$ cat config.mk
export PLATFORM = sky130hd
export DESIGN_NAME = pc_branch_unit
export DESIGN_NICKNAME = d
export VERILOG_FILES = /design/src/rtl/pc_branch_unit_pkg.sv /design/src/rtl/pc_branch_unit_target_adder.sv /design/src/rtl/pc_branch_unit.sv
export SDC_FILE = /design/constraint.sdc
export NUM_CORES = 1
export LEC_CHECK = 0
export BUFFER_PORTS_ARGS = -buffer_cell sky130_fd_sc_hd__buf_2
export CAP_MARGIN = 5
export CELL_PAD_IN_SITES_DETAIL_PLACEMENT = 0
export CELL_PAD_IN_SITES_GLOBAL_PLACEMENT = 1
export CORE_ASPECT_RATIO = 1.25
export CORE_MARGIN = 5
export CORE_UTILIZATION = 30
export CTS_CLUSTER_DIAMETER = 60
export DETAILED_ROUTE_END_ITERATION = 6
export GPL_ROUTABILITY_DRIVEN = 0
export HOLD_SLACK_MARGIN = 0.02
export PLACE_DENSITY = 0.83
export SKIP_CTS_REPAIR_TIMING = 1
export SYNTH_ARGS = -nofsm -noshare
export SYNTH_HDL_FRONTEND = slang
export SYNTH_SLANG_ARGS = --single-unit
$ cat constraint.sdc
create_clock -name clk -period 3.43 [get_ports clk]
set_input_delay 0 -clock clk [delete_from_list [all_inputs] [get_ports clk]]
set_output_delay 0 -clock clk [all_outputs]
set_load 0.01 [all_outputs]
$ cat src/rtl/pc_branch_unit_pkg.sv
// Shared types for the PC / branch unit: FSM states, branch
// condition codes and the sequential PC increment.
package pc_branch_unit_pkg;

  typedef enum logic [1:0] {
    BOOT = 2'd0,
    RUN  = 2'd1,
    HALT = 2'd2
  } state_e;

  typedef enum logic [1:0] {
    BR_EQ = 2'd0,
    BR_NE = 2'd1,
    BR_LT = 2'd2,
    BR_GE = 2'd3
  } br_cond_e;

  localparam int unsigned PC_INC = 4;

  function automatic logic cond_ok(
    input logic [1:0] c,
    input logic       eq,
    input logic       lt
  );
    logic r;
    unique case (br_cond_e'(c))
      BR_EQ: r = eq;
      BR_NE: r = !eq;
      BR_LT: r = lt;
      BR_GE: r = !lt;
    endcase
    return r;
  endfunction

endpackage

$ cat src/rtl/pc_branch_unit_target_adder.sv
// Branch target: pc plus the scaled offset, modulo 2^XLEN.
// Offset bits shifted past the MSB are dropped.
module pc_target_adder #(
  parameter int unsigned XLEN         = 32,
  parameter int unsigned OFFSET_SHIFT = 2
) (
  input  logic [XLEN-1:0] pc,
  input  logic [XLEN-1:0] extension,
  output logic [XLEN-1:0] target
);

  logic [XLEN-1:0] offset;

  assign offset = extension << OFFSET_SHIFT;
  assign target = pc + offset;

endmodule

$ cat src/rtl/pc_branch_unit.sv
// PC register, branch/jump redirect and BOOT/RUN/HALT control.
// Define PC_BRANCH_STATS_EN to add branch statistics counters.
module pc_branch_unit
  import pc_branch_unit_pkg::*;
#(
  parameter int unsigned    XLEN         = 32,
  parameter logic [XLEN-1:0] RESET_PC    = '0,
  parameter int unsigned    OFFSET_SHIFT = 2,
  parameter int unsigned    CNT_W        = 16
) (
  input  logic            clk,
  input  logic            rst,
  input  logic            stall,
  input  logic            halt,
  input  logic            resume,
  input  logic            branch,
  input  logic [1:0]      br_cond,
  input  logic            eq,
  input  logic            lt,
  input  logic            jump,
  input  logic [XLEN-1:0] jump_target,
  input  logic [XLEN-1:0] extension,
  output logic [XLEN-1:0] pc,
  output logic [XLEN-1:0] next_pc,
  output logic            taken,
  output logic            fetch_valid
`ifdef PC_BRANCH_STATS_EN
  ,
  output logic [CNT_W-1:0] br_count,
  output logic [CNT_W-1:0] taken_count
`endif
);

  state_e          state_q, state_d;
  logic [XLEN-1:0] pc_q;
  logic [XLEN-1:0] br_target;
  logic [XLEN-1:0] seq_pc;
  logic            fv_q, fv_d;
  logic            cond_hit;
  logic            run_ok;

  assign cond_hit = cond_ok(br_cond, eq, lt);
  assign run_ok   = (state_q == RUN) && !stall;
  assign taken    = run_ok && (jump || (branch && cond_hit));
  assign seq_pc   = pc_q + XLEN'(PC_INC);

  pc_target_adder #(
    .XLEN        (XLEN),
    .OFFSET_SHIFT(OFFSET_SHIFT)
  ) u_adder (
    .pc       (pc_q),
    .extension(extension),
    .target   (br_target)
  );

  always_comb begin
    state_d = state_q;
    unique case (state_q)
      BOOT:    state_d = RUN;
      RUN:     if (halt) state_d = HALT;
      HALT:    if (resume && !halt) state_d = RUN;
      default: state_d = BOOT;
    endcase
  end

  // The halting edge also freezes pc, so it is treated as a hold.
  always_comb begin
    next_pc = seq_pc;
    priority case (1'b1)
      state_q == BOOT:                    next_pc = RESET_PC;
      state_q != RUN || stall || halt:    next_pc = pc_q;
      jump:                               next_pc = jump_target;
      branch && cond_hit:                 next_pc = br_target;
      default:                            next_pc = seq_pc;
    endcase
  end

  assign fv_d = (state_d == RUN);

  always_ff @(posedge clk or posedge rst) begin
    if (rst) begin
      state_q <= BOOT;
      pc_q    <= RESET_PC;
      fv_q    <= 1'b0;
    end else begin
      state_q <= state_d;
      pc_q    <= next_pc;
      fv_q    <= fv_d;
    end
  end

  assign pc          = pc_q;
  assign fetch_valid = fv_q;

`ifdef PC_BRANCH_STATS_EN
  localparam logic [CNT_W-1:0] CNT_MAX = '1;

  logic [CNT_W-1:0] br_cnt_q, br_cnt_d;
  logic [CNT_W-1:0] tk_cnt_q, tk_cnt_d;

  always_comb begin
    br_cnt_d = br_cnt_q;
    tk_cnt_d = tk_cnt_q;
    if (run_ok && branch) begin
      if (br_cnt_q != CNT_MAX)
        br_cnt_d = br_cnt_q + CNT_W'(1);
      if (cond_hit && tk_cnt_q != CNT_MAX)
        tk_cnt_d = tk_cnt_q + CNT_W'(1);
    end
  end

  always_ff @(posedge clk or posedge rst) begin
    if (rst) begin
      br_cnt_q <= '0;
      tk_cnt_q <= '0;
    end else begin
      br_cnt_q <= br_cnt_d;
      tk_cnt_q <= tk_cnt_d;
    end
  end

  assign br_count    = br_cnt_q;
  assign taken_count = tk_cnt_q;
`endif

endmodule

==> reports/metrics.csv <==
stage;metric;value;unit
timing;max-slew violation count;0;
timing;Post-Route Hold Slack;4.458;ps
detailed_routing;via count;3782;
synthesis;Gate Count Post-Synth;431;
hold_path;end point of the worst hold path;pc[0];
setup_path;Crit. Startpoint;br_cond[1];
synthesis;count of cell types in the netlist;53;
detailed_routing;1st-pass router iterations;4;
floorplanning;chip width;105.7;µm
synthesis;top cell type's share of synthesized area;0.2551;
placement;IO buf count;138;
power_and_ir_drop;LEAKAGE;2.378;nW
synthesis;Primary FF master, synth;dfrtp_1;
floorplanning;row count;43;
synthesis;Avg Inst Size Synth;7.966;µm²
synthesis;EDFF count, synth;0;
floorplanning;die area;13700;µm²
synthesis;dominant cells by area after synthesis;dfrtp_1 (26%), ha_1 (11%), a21oi_1 (6.3%);
setup_path;Reg2Reg Setup Slack;730;ps
global_routing;pin count of the biggest net entering global routing;49;
hold_path;Hold Crit Class;primary input to flop;
setup_path;crit path kind;primary input to primary output;
clock_tree;CTS Buf Count;5;
setup_path;RR Endpoint;pc[22];
detailed_routing;Initial DRC Count;128;
run;number of max-cap violations;0;
detailed_routing;Post-Route WL;12000;µm
setup_path;CP Capture Type;primary output;
synthesis;Post-Syn Nets;536;
clock_tree;maximum buffer depth of the clock tree;2;
power_and_ir_drop;Worst VDD drop;0.3604;mV
floorplanning;die height;129.6;µm
global_routing;Total Routing Usage GR;0.1717;
hold_path;Hold Crit Start;jump_target[0];
power_and_ir_drop;pwr dens;669.5;nW/µm²
timing;Final Setup Violations;0;
detailed_routing;DR vias/cell;5.365;
finish;Antenna Cells;0;
setup_path;critical path data arrival time;3140;ps
detailed_routing;remaining antenna violation count;0;
placement;Placed Cells;693;
global_routing;vias in the first global route;3916;
global_routing;first-pass GRT wire length;19060;µm
setup_path;WP data required;3430;ps
setup_path;worst-case reg-to-reg path depth;11;
setup_path;CP Launch Type;primary input;
placement;hpwl dp;9287;µm
setup_path;Crit Path Max Fanout;4;
finish;Area Growth Syn to Fin;31.74;%
timing;fin crit period;3143;ps
timing;Worst slew margin;0.5248;
timing;worst slew pin tran;710.2;ps
hold_path;Hold Path Stages;3;
finish;post-layout util;0.4061;
run_status;status;finished, final reports clean;
finish;layout cell share with drive strength beyond 1;0.3070;
clock_tree;H-tree depth;2;
global_routing;gr ovfl total;0;
timing;Post-Route Skew;1.783;ps
clock_tree;clock transition at the registers of the reported paths;60;ps
clock_tree;CTS tree;built;
synthesis;asr flop ratio synth;1.000;
timing;Final Cycle Share;0.9165;
detailed_routing;Routed WL per cell;17.02;µm
synthesis;Synth Cell Area;3433;µm²
timing;setup TNS;0;ps
synthesis;count leader, synth;a21oi_1;
finish;Final nets;674;
synthesis;sequential share of the synthesized area;0.2551;
clock_tree;clock latency on the worst-skew pair;280;ps
detailed_routing;Remaining DRCs;0;
timing;number of hold violations in the final report;0;
clock_tree;Root Buffer;clkbuf_16;
finish;Design Area, Final;4523;µm²
finish;fill count;1145;
floorplanning;Initial Util;0.3083;
clock_tree;clk sinks;35;
placement;post-place instance area;4314;µm²
floorplanning;Core Region;11140;µm²
synthesis;list of most frequent post-synthesis cells;a21oi_1 (43), dfrtp_1 (35), nor2_1 (33);
floorplanning;num ports;141;
synthesis;number of synthesized register bits;35;
synthesis;Ys Warns;0;
timing;fmax;318.1;MHz
synthesis;post-synth top area cell;dfrtp_1;
timing;RSZ-0062 raised after global routing;false;
global_routing;initial antenna violation count;0;
finish;Layout Cells excl Fill;705;
setup_path;RR Startpoint;pc[2];
worst max-delay path, stage by stage:
cell	delay (ps)
buf_2	80
mux2i_1	260
xnor2_2	120
and2_1	220
nand2b_1	80
ha_1	160
inv_1	50
fa_1	380
nor2b_1	180
o31ai_1	120
a211oi_2	250
o21ai_1	150
nand2_1	180
nand3_1	120
and4b_1	220
a311oi_1	360
buf_2	210
how the worst max path moves through the flow:
stage,to,slack [ps],depth (start not counted)
floorplan,pc[31],420,14
global placement,next_pc[31],150,15
detailed placement,next_pc[31],130,15
CTS,next_pc[31],90,15
global route,next_pc[22],4,17
finish,next_pc[22],290,17
flip-flops by register name, summed over array words and instances (netlist names):
register and count:
state_q 2, fetch_valid 1, pc 32
area by class of cell:
class	count	area [µm²]	share of cell area
timing repair buffer	159	859.6	0.1900
multi-input combinational	359	2429	0.5369
inverter	9	33.78	0.007469
sequential	35	875.8	0.1936
tap	135	168.9	0.03734
clock buffer	8	156.4	0.03458
metrics by stage:
stage / power, mW / setup slack (ps)
finish: 3.028 / 286.5
global route: 3.278 / 4.027
CTS: 3.053 / 94.95
detailed placement: 2.540 / 129.6
global placement: 2.521 / 147.9
floorplan: 1.835 / 421.6
layout by cell type, fill, tap and decap left out, drive strengths merged, types with 11 or more instances in the layout:
master,n
xnor2,15
nand3,11
and3,31
nand2,28
ha,29
dfrtp,35
o21ai,39
nor2,33
a21oi,43
buf,156
o211ai,12
metal layers:
metal	global-route usage	share of wire	vias to the layer above
met3	0.03288	0.044	16
met1	0.2029	0.42	1771
met2	0.3131	0.52	96
met5	0	0	-
met4	0.05640	0.017	0
li1	-	-	1899
kinds of logic after synthesis:
logic type / Yosys count / share of synthesized area
fa+ha+maj: 30 / 0.1115
mux: 6 / 0.01749
simple gates: 150 / 0.2292
buf+inv: 37 / 0.04446
xor+xnor: 25 / 0.06378
compound gates: 148 / 0.2784
flops: 35 / 0.2551
report_power, final:
part / leakage (nW) / switching (mW) / total, mW / internal [mW]
clock: 0.0772 / 0.185 / 0.494 / 0.310
combinational: 1.84 / 1.08 / 1.81 / 0.733
sequential: 0.463 / 0.147 / 0.724 / 0.577
Note: power is estimated with default switching activity, not from simulation.
